`config.mk`:
```
export PLATFORM = sky130hd
export DESIGN_NAME = imem_fetch_ctrl
export DESIGN_NICKNAME = d
export VERILOG_FILES = /design/src/rtl/imem_pkg.sv /design/src/rtl/imem_fetch_fifo2.sv /design/src/rtl/imem_fetch_ctrl.sv
export SDC_FILE = /design/constraint.sdc
export NUM_CORES = 1
export LEC_CHECK = 0
export CORE_MARGIN = 3
export CORE_UTILIZATION = 40
export DETAILED_ROUTE_END_ITERATION = 16
export PLACE_DENSITY = 0.83
export SKIP_LAST_GASP = 1
export SLEW_MARGIN = 5
export SYNTH_ARGS = -nofsm -noshare
export SYNTH_HDL_FRONTEND = slang
export SYNTH_HIERARCHICAL = 1
export SYNTH_SLANG_ARGS = --single-unit
```
`constraint.sdc`:
```
create_clock -name clk -period 7 [get_ports clk]
set_input_delay 0.7 -clock clk [delete_from_list [all_inputs] [get_ports clk]]
set_output_delay 0.7 -clock clk [all_outputs]
set_load 0.05 [all_outputs]
```
`src/rtl/imem_pkg.sv`:
```
// imem_pkg: shared types and constants for the instruction-memory fetch controller
package imem_pkg;
   typedef enum logic [1:0] {ST_LOAD, ST_RUN, ST_HALT} state_e;
   typedef struct packed {
      logic [31:0] pc;
      logic [31:0] instr;
   } fetch_t;
   localparam logic [31:0] NOP_INSTR  = 32'h0000000D;
   localparam logic [1:0]  ALIGN_BITS = 2'b00;
   function automatic logic [29:0] word_idx(input logic [31:0] a);
      return a[31:2];
   endfunction
endpackage

```
`src/rtl/imem_fetch_fifo2.sv`:
```
// fetch_fifo2: 2-entry skid FIFO holding {pc, instr}; flush wins over push/pop
module fetch_fifo2
   import imem_pkg::*;
(
   input  logic       clk,
   input  logic       rst_n,
   input  logic       i_push,
   input  logic       i_pop,
   input  logic       i_flush,
   input  fetch_t     i_din,
   output fetch_t     o_dout,
   output logic [1:0] o_count
);
   fetch_t     r_mem [2];
   logic       r_rd;
   logic       r_wr;
   logic [1:0] r_cnt;
   logic       w_pop;
   logic       w_push;
   assign w_pop   = i_pop && r_cnt != 2'd0;
   assign w_push  = i_push && (r_cnt != 2'd2 || w_pop);
   assign o_count = r_cnt;
   assign o_dout  = r_cnt != 2'd0 ? r_mem[r_rd] : '0;
   always_ff @(posedge clk) begin
      if (w_push && !i_flush)
         r_mem[r_wr] <= i_din;
   end
   always_ff @(posedge clk) begin
      if (!rst_n || i_flush) begin
         r_rd  <= 1'b0;
         r_wr  <= 1'b0;
         r_cnt <= 2'd0;
      end else begin
         r_rd  <= r_rd ^ w_pop;
         r_wr  <= r_wr ^ w_push;
         r_cnt <= r_cnt + {1'b0, w_push} - {1'b0, w_pop};
      end
   end
endmodule

```
`src/rtl/imem_fetch_ctrl.sv`:
```
// imem_fetch_ctrl: shares the imem port between the loader and the fetch path,
// generates the PC stream and hands buffered words to decode.
module imem_fetch_ctrl
   import imem_pkg::*;
#(
   parameter int unsigned DEPTH_WORDS = 128,
   parameter logic [31:0] RESET_PC    = 32'h0
)(
   input  logic        clk,
   input  logic        rst_n,
   output logic [31:0] o_imem_addr,
   input  logic [31:0] i_imem_rdata,
   output logic        o_imem_we,
   output logic [31:0] o_imem_waddr,
   output logic [31:0] o_imem_wdata,
   input  logic        i_ld_start,
   input  logic        i_ld_valid,
   input  logic [31:0] i_ld_addr,
   input  logic [31:0] i_ld_data,
   input  logic        i_ld_done,
   output logic        o_ld_ready,
   output logic        o_if_valid,
   input  logic        i_if_ready,
   output logic [31:0] o_if_instr,
   output logic [31:0] o_if_pc,
   input  logic        i_redirect_valid,
   input  logic [31:0] i_redirect_pc,
   output logic        o_halted,
   output logic        o_fault
);
   state_e      r_state, w_state_nxt;
   logic [31:0] r_pc, w_pc_nxt;
   logic        r_fault, w_fault_nxt;
   logic        w_flush, w_push, w_pop, w_slot;
   logic [1:0]  w_count;
   fetch_t      w_head;
   function automatic logic addr_ok(input logic [31:0] a);
      return a[1:0] == ALIGN_BITS && {2'b00, word_idx(a)} < DEPTH_WORDS;
   endfunction
   assign w_pop  = o_if_valid && i_if_ready;
   assign w_slot = w_count != 2'd2 || w_pop;
   always_comb begin
      w_state_nxt = r_state;
      w_pc_nxt    = r_pc;
      w_fault_nxt = r_fault;
      w_flush     = 1'b0;
      w_push      = 1'b0;
      case (r_state)
         ST_LOAD: if (i_ld_done) begin
            w_state_nxt = ST_RUN;
            w_pc_nxt    = RESET_PC;
            w_flush     = 1'b1;
         end
         ST_RUN: if (i_ld_start) begin
            w_state_nxt = ST_LOAD;
            w_flush     = 1'b1;
         end else if (i_redirect_valid) begin
            w_pc_nxt = i_redirect_pc;
            w_flush  = 1'b1;
         end else if (w_slot && !addr_ok(r_pc)) begin
            w_state_nxt = ST_HALT;
            w_fault_nxt = 1'b1;
         end else if (w_slot) begin
            w_push   = 1'b1;
            w_pc_nxt = r_pc + 32'd4;
         end
         ST_HALT: if (i_ld_start) begin
            w_state_nxt = ST_LOAD;
            w_fault_nxt = 1'b0;
            w_flush     = 1'b1;
         end
         default: w_state_nxt = ST_LOAD;
      endcase
   end
   always_ff @(posedge clk) begin
      if (!rst_n) begin
         r_state <= ST_LOAD;
         r_pc    <= RESET_PC;
         r_fault <= 1'b0;
      end else begin
         r_state <= w_state_nxt;
         r_pc    <= w_pc_nxt;
         r_fault <= w_fault_nxt;
      end
   end
   fetch_fifo2 u_fifo (
      .clk     (clk),
      .rst_n   (rst_n),
      .i_push  (w_push),
      .i_pop   (w_pop),
      .i_flush (w_flush),
      .i_din   ('{pc: r_pc, instr: i_imem_rdata}),
      .o_dout  (w_head),
      .o_count (w_count)
   );
   assign o_imem_addr  = r_pc;
   assign o_imem_we    = rst_n && r_state == ST_LOAD && i_ld_valid && addr_ok(i_ld_addr);
   assign o_imem_waddr = i_ld_addr;
   assign o_imem_wdata = i_ld_data;
   assign o_ld_ready   = rst_n && r_state == ST_LOAD;
   assign o_if_valid   = w_count != 2'd0;
   assign o_if_instr   = w_head.instr;
   assign o_if_pc      = w_head.pc;
   assign o_halted     = r_state == ST_HALT;
   assign o_fault      = r_fault;
endmodule

```
Word level (Yosys, flattened, before mapping)
Memories as Yosys holds them, arrays and structs flattened. A register that Yosys moved wholly into a read port is not among the register bits.
Index checks and enable logic that the tools add are counted.
{ "word_totals": {"reg_bits": 39, "ramBits": 128, "inputBits": 135, "out_inout_bits": 165, "elab_cells": 82, "n_memories": 1} }
{ "mem_list": {"columns": ["memory", "words", "word_bits", "rd", "rd_ports_with_merged_regs", "write_ports", "line", "source"], "rows": [
  ["u_fifo.r_mem", 2, 64, 1, 1, 1, "imem_fetch_fifo2.sv:14", "fetch_t r_mem [2];"]
]} }
{ "op_classes": {"add_sub_neg": 3, "order_cmp": 2, "n_eq_ne": 12, "n_mux": 31, "bitwise": 2, "reduce_logical": 25} }
{ "ops": {"columns": ["operator", "count"], "rows": [
  ["$mux W32", 5],
  ["$mux W64", 1],
  ["$pmux W32 S2", 1],
  ["$lt A30 B8 Y1 const B", 2],
  ["$add A32 B3 Y32 const B", 1],
  ["$mux W1", 16],
  ["$ne A2 B2 Y1 const B", 6],
  ["$ne A3 B3 Y1 const B", 4],
  ["$logic_and A1 B1 Y1", 10],
  ["$mux W2", 5],
  ["$reduce_and A5 Y1", 2],
  ["$logic_not A2 Y1", 3],
  ["$pmux W2 S3", 1],
  ["$reduce_bool A2 Y1", 3],
  ["$reduce_and A4 Y1", 1],
  ["$logic_not A1 Y1", 3],
  ["$logic_or A1 B1 Y1", 3],
  ["$pmux W1 S3", 1],
  ["$add A2 B1 Y2", 1],
  ["$eq A2 B1 Y1 const B", 1],
  ["$eq A2 B2 Y1 const B", 1],
  ["$pmux W1 S2", 1],
  ["$sub A2 B1 Y2", 1],
  ["$xor A1 B1 Y1", 2]
]} }

Depth between registers and ports, before layout
{ "logic_depth": {"word_depth": 12, "mapped_depth": 8, "depth_no_buf": 8} }

By module
Netlist, hierarchy kept.
{ "modules_own_cells": {"columns": ["module", "n_inst", "cells_per_inst", "area_each_um2", "seq_area_each_um2"], "rows": [
  ["fetch_fifo2", 1, 297, 5047.3, 3923.8],
  ["imem_fetch_ctrl", 1, 356, 2731.4, 700.7]
]} }

Least setup slack after synthesis
Ideal clock, no wire load.
{ "synth_timing": {"kind": "reg2reg", "from": "register r_pc[20], in the netlist o_imem_addr[20]", "to": "memory u_fifo/r_mem[1][0] (netlist name), enable pin", "setup_time_ps": 578, "arrival_time_ps": 6295, "required_time_ps": 6422, "setup_slack_ps": 127, "stages_incl_launch_ff": 7, "n_path_buf": 0, "synth_period_minus_slack_ps": 6873, "cell_sequence": "dfxtp_1 -> nor4_1 -> nand4_1 -> nor2_1 -> and3_1 -> nand2b_1 -> nor3b_1"} }
{ "synth_via": {"elab_chain_cells": 12} }
{ "synth_lines": {"columns": ["item", "line", "source"], "rows": [
  ["start, declared", "imem_fetch_ctrl.sv:32", "logic [31:0] r_pc, w_pc_nxt;"],
  ["start signal, assigned", "imem_fetch_ctrl.sv:82", "r_pc <= w_pc_nxt;"],
  ["$lt A30 B8 Y1", "imem_fetch_ctrl.sv:38", "return a[1:0] == ALIGN_BITS && {2'b00, word_idx(a)} < DEPTH_WORDS;"],
  ["$logic_and A1 B1 Y1", "imem_fetch_ctrl.sv:38", null],
  ["$logic_not A1 Y1", "imem_fetch_ctrl.sv:60", "end else if (w_slot && !addr_ok(r_pc)) begin"],
  ["$logic_and A1 B1 Y1", "imem_fetch_ctrl.sv:60", null],
  ["$mux W1", "imem_fetch_ctrl.sv:60", null],
  ["$mux W1", "imem_fetch_ctrl.sv:57", "end else if (i_redirect_valid) begin"],
  ["$mux W1", "imem_fetch_ctrl.sv:54", "ST_RUN: if (i_ld_start) begin"],
  ["$mux W1", "imem_fetch_ctrl.sv:48", "case (r_state)"],
  ["via w_push", "imem_fetch_ctrl.sv:34", "logic w_flush, w_push, w_pop, w_slot;"],
  ["$logic_and A1 B1 Y1", "imem_fetch_fifo2.sv:21", "assign w_push = i_push && (r_cnt != 2'd2 || w_pop);"],
  ["$logic_and A1 B1 Y1", "imem_fetch_fifo2.sv:25", "if (w_push && !i_flush)"],
  ["$mux W1", "imem_fetch_fifo2.sv:25", null],
  ["$mux W1 (not written as such)", "imem_fetch_fifo2.sv:26", "r_mem[r_wr] <= i_din;"],
  ["end, declared", "imem_fetch_fifo2.sv:14", null]
]} }
The timed path passes the listed nets, and every way through them passes these cells.

Final worst setup path
{ "layout_timing": {"from": "register r_pc[20], in the netlist o_imem_addr[20]", "to": "memory u_fifo/r_mem[1][23] (netlist name), enable pin"} }
Same word-level chain as after synthesis.

==> results by group <==
Clock tree
  – Cts hold-fix bufs: 0
  – Root Buffer: clkbuf_16
  – Htree depth: 4
  – Clock Latency Late Sink: 420 ps
  – Total CTS buffers: 17
  – Clk slew on worst S/H paths: 70 ps
  – Post-CTS resize count: 0
  – # clock sinks: 167
  – Worst-case clock buffer depth: 2
  – Post-CTS setup buffer count: 0
  – CTS tree: built

Floorplan
  – Die W: 145 um
  – Initial core utilization: 41.2%
  – IO Count: 300
  – Core area: 18,900 um2
  – Die area: 21,200 um2
  – Die Ht: 145 um
  – # rows: 50

Placement
  – Cell Area, Placed: 9750 um2
  – Port Buf Inserts: 221
  – Dpl hpwl: 14,000 um
  – Routability-driven placement congestion ratio: 0.860

Synth
  – Area share of the largest cell type after synthesis: 49.4%
  – Number of distinct library cells after synthesis: 59
  – Main combinational cell family by area after synthesis: simple AND/OR/NAND/NOR gates
  – Dominant synthesized flop cell: edfxtp_1
  – Cells after Synth: 653
  – Sequential cell area fraction in the yosys report: 59.4%
  – Syn Nets: 790
  – Async SR Flop Fraction: 0%
  – Synth Area in Simple Gates: 13.2%
  – Synthesized cell area: 7780 um2
  – Compound-Gate Fraction of Synth Area: 9.76%
  – Post-Synth Adder-Cell Area: 0.322%
  – Post-synth EDFFs: 128
  – Main area contributors after synthesis: edfxtp_1 49%, dfxtp_1 10%, mux2i_1 8.2%
  – Mux contribution to synthesized area: 8.38%
  – Yosys warns: 6
  – Syn Area/Cell: 11.9 um2
  – Xor-xnor portion of the synthesized cell area: 0.338%
  – Synth Register Bits: 167
  – Synth area leader: edfxtp_1

GRT
  – Antenna violations before repair: 0
  – All-Layer GR Usage: 19.0%
  – GRT overflow: 0
  – First-pass GRT wire length: 31,700 um
  – Pin count of the biggest net entering global routing: 65
  – Vias in the first global route: 5,662

Setup path
  – WP data arrival: 3750 ps
  – Crit path launch type: register
  – Crit path kind: register to register
  – CP Max Fanout: 54
  – R2R Path Start: o_imem_addr[20]$_SDFFE_PN0P_
  – Reg2reg path depth: 7
  – Setup crit end kind: register
  – Slowest stage delay, CP: 820 ps
  – Critical-path cell list: nor4_1 -> nand4_1 -> nor2_1 -> and3_1 -> nand2b_1 -> nor3b_2 -> buf_4
  – Critical path's slowest cell: nor3b_2
  – Critical Path End: u_fifo/r_mem[1][23]$_DFFE_PP_
  – CP required: 7040 ps
  – CP startpoint: o_imem_addr[20]$_SDFFE_PN0P_
  – Reg-to-reg endpoint: u_fifo/r_mem[1][23]$_DFFE_PP_
  – FF-to-FF setup slack: 3290 ps

Timing
  – Clock skew: 9.07 ps
  – Final Setup Violations: 0
  – Period minus WS final: 3710 ps
  – Max transition margin: 12.5%
  – RSZ-0062 raised after global routing: false
  – Crit share post-route: 53.0%
  – Max Clk Rate: 270 MHz
  – Final Hold Fails: 0
  – Setup tns final: 0 ps
  – Final slew viol count: 0
  – Hold_ws: 497 ps
  – Worst slew pin tran: 1310 ps

Status
  – Status: finished, final reports clean

Routing
  – Final WL: 20,300 um
  – Residual DRC: 0
  – Post-route ant nets: 0
  – Total number of vias: 5,689
  – 1st-pass router iterations: 5
  – Initial detailed-routing violation count: 499
  – DR vias/cell: 5.29
  – WL per Instance: 18.8 um

Finish
  – P&R area growth vs syn: 32.6%
  – Layout Cell Area excl Fill: 10,300 um2
  – # diodes: 0
  – Net count, final: 940
  – Fraction of layout cells with a size suffix above 1: 6.50%
  – Final Core Density: 54.6%

Hold path
  – Hold Path Cell Cnt: 2
  – Worst min-delay path category: register to register

Power and ir drop
  – Peak VDD IR: 156 uV
  – Static leakage: 3.23 nW
  – Power Density: 228 nW/um2

Flow run
  – Max Cap Viol: 0
[cell type report]
cell class	instances	area, um2
Fill cell	1611	8580
Sequential cell	167	4630
Multi-Input combinational cell	381	2500
Timing Repair Buffer	227	2260
Clock buffer	19	443
Tap cell	260	325
Clock inverter	13	123
Inverter	9	33.8
[placed cells by master (no fill, tap or decap), types with 3 or more instances in the layout]
cell type and n:
o221ai_1 3, nand2b_1 12, o21a_1 3, or3_1 7
a22o_1 15, a32o_1 3, a31oi_1 11, a211oi_1 9
nor3b_1 4, inv_1 8, buf_4 6, o41ai_1 3
edfxtp_1 128, o211ai_1 9, clkbuf_16 17, o21ai_0 26
o31ai_1 5, dfxtp_1 38, nor2_1 82, mux2i_1 64
nand3_1 14, clkdlybuf4s50_1 221, nor3_1 3, nand4_1 14
clkinvlp_4 5, a21oi_1 11, nand2_1 32, nor4_1 11
[synth_stat cells, types with 7 or more instances]
cell type and instances:
buf_4 70, o211ai_1 9, nand3_1 14, inv_1 8, a21oi_1 11, a22o_1 15
a31oi_1 11, buf_2 7, o21ai_0 26, mux2i_1 64, nand2_1 32, dfxtp_1 39
nor4_1 11, or3_1 7, edfxtp_1 128, clkbuf_1 18, nand2b_1 12, nand4_1 14
nor2_1 82, a211oi_1 9
[power breakdown]
group	switching, mW	internal (mW)	leakage, nW	total (mW)
registers	0.0352	1.09	1.48	1.12
clock network	0.384	0.502	0.262	0.886
logic	0.208	0.136	1.49	0.344
[metal layers]
metal	wire length, um	track usage, %	share of wire [%]
met1	8340	24.1	41
met2	9900	31.5	49
met3	1530	5.20	7.5
met4	484	6.65	2.4
met5	0	0	0
[registers in the layout, indices dropped and copies added, names as in the netlist]
register	cells
u_fifo/r_rd	1
u_fifo/r_mem	128
u_fifo/o_count	2
u_fifo/r_wr	1
r_state	2
o_imem_addr	32
o_fault	1
[through the flow]
| stage | worst slack (ps) | power (mW) | std cells |
|---|---|---|---|
| 2_1_floorplan | 127 | 1.41 | 653 |
| 3_3_place_gp | 3050 | 1.48 | 1044 |
| 3_5_place_dp | 2930 | 1.49 | 1044 |
| 4_1_cts | 3270 | 2.37 | 1076 |
| 5_1_grt | 2930 | 2.44 | 1076 |
| 6_report | 3290 | 2.35 | 1076 |
[cell families after synthesis]
kind of cell	Yosys count
DFF	167
adders and majority gates	2
AOI/OAI and AO/OA	108
muxes	65
and+or+nand+nor	203
buffers and inverters	105
xor gates and xnor gates	3
[worst max-delay path: cells and delay by family, from the launching register on]
family / cells / cell delay (ps)
AND/OR/NAND/NOR: 6 / 2120
buffers and inverters: 1 / 740
flip-flops: 1 / 420
[worst min path at each step]
stage	startpoint	end	slack, ps
6_report	o_fault$_SDFFE_PN0P_	o_fault$_SDFFE_PN0P_	500
3_3_place_gp	o_fault$_SDFFE_PN0P_	o_fault$_SDFFE_PN0P_	480
2_1_floorplan	u_fifo/r_wr$_SDFF_PP0_	u_fifo/r_wr$_SDFF_PP0_	470
3_5_place_dp	o_fault$_SDFFE_PN0P_	o_fault$_SDFFE_PN0P_	480
5_1_grt	o_fault$_SDFFE_PN0P_	o_fault$_SDFFE_PN0P_	540
4_1_cts	o_fault$_SDFFE_PN0P_	o_fault$_SDFFE_PN0P_	500
No activity file was read; power rests on OpenSTA's default activity.
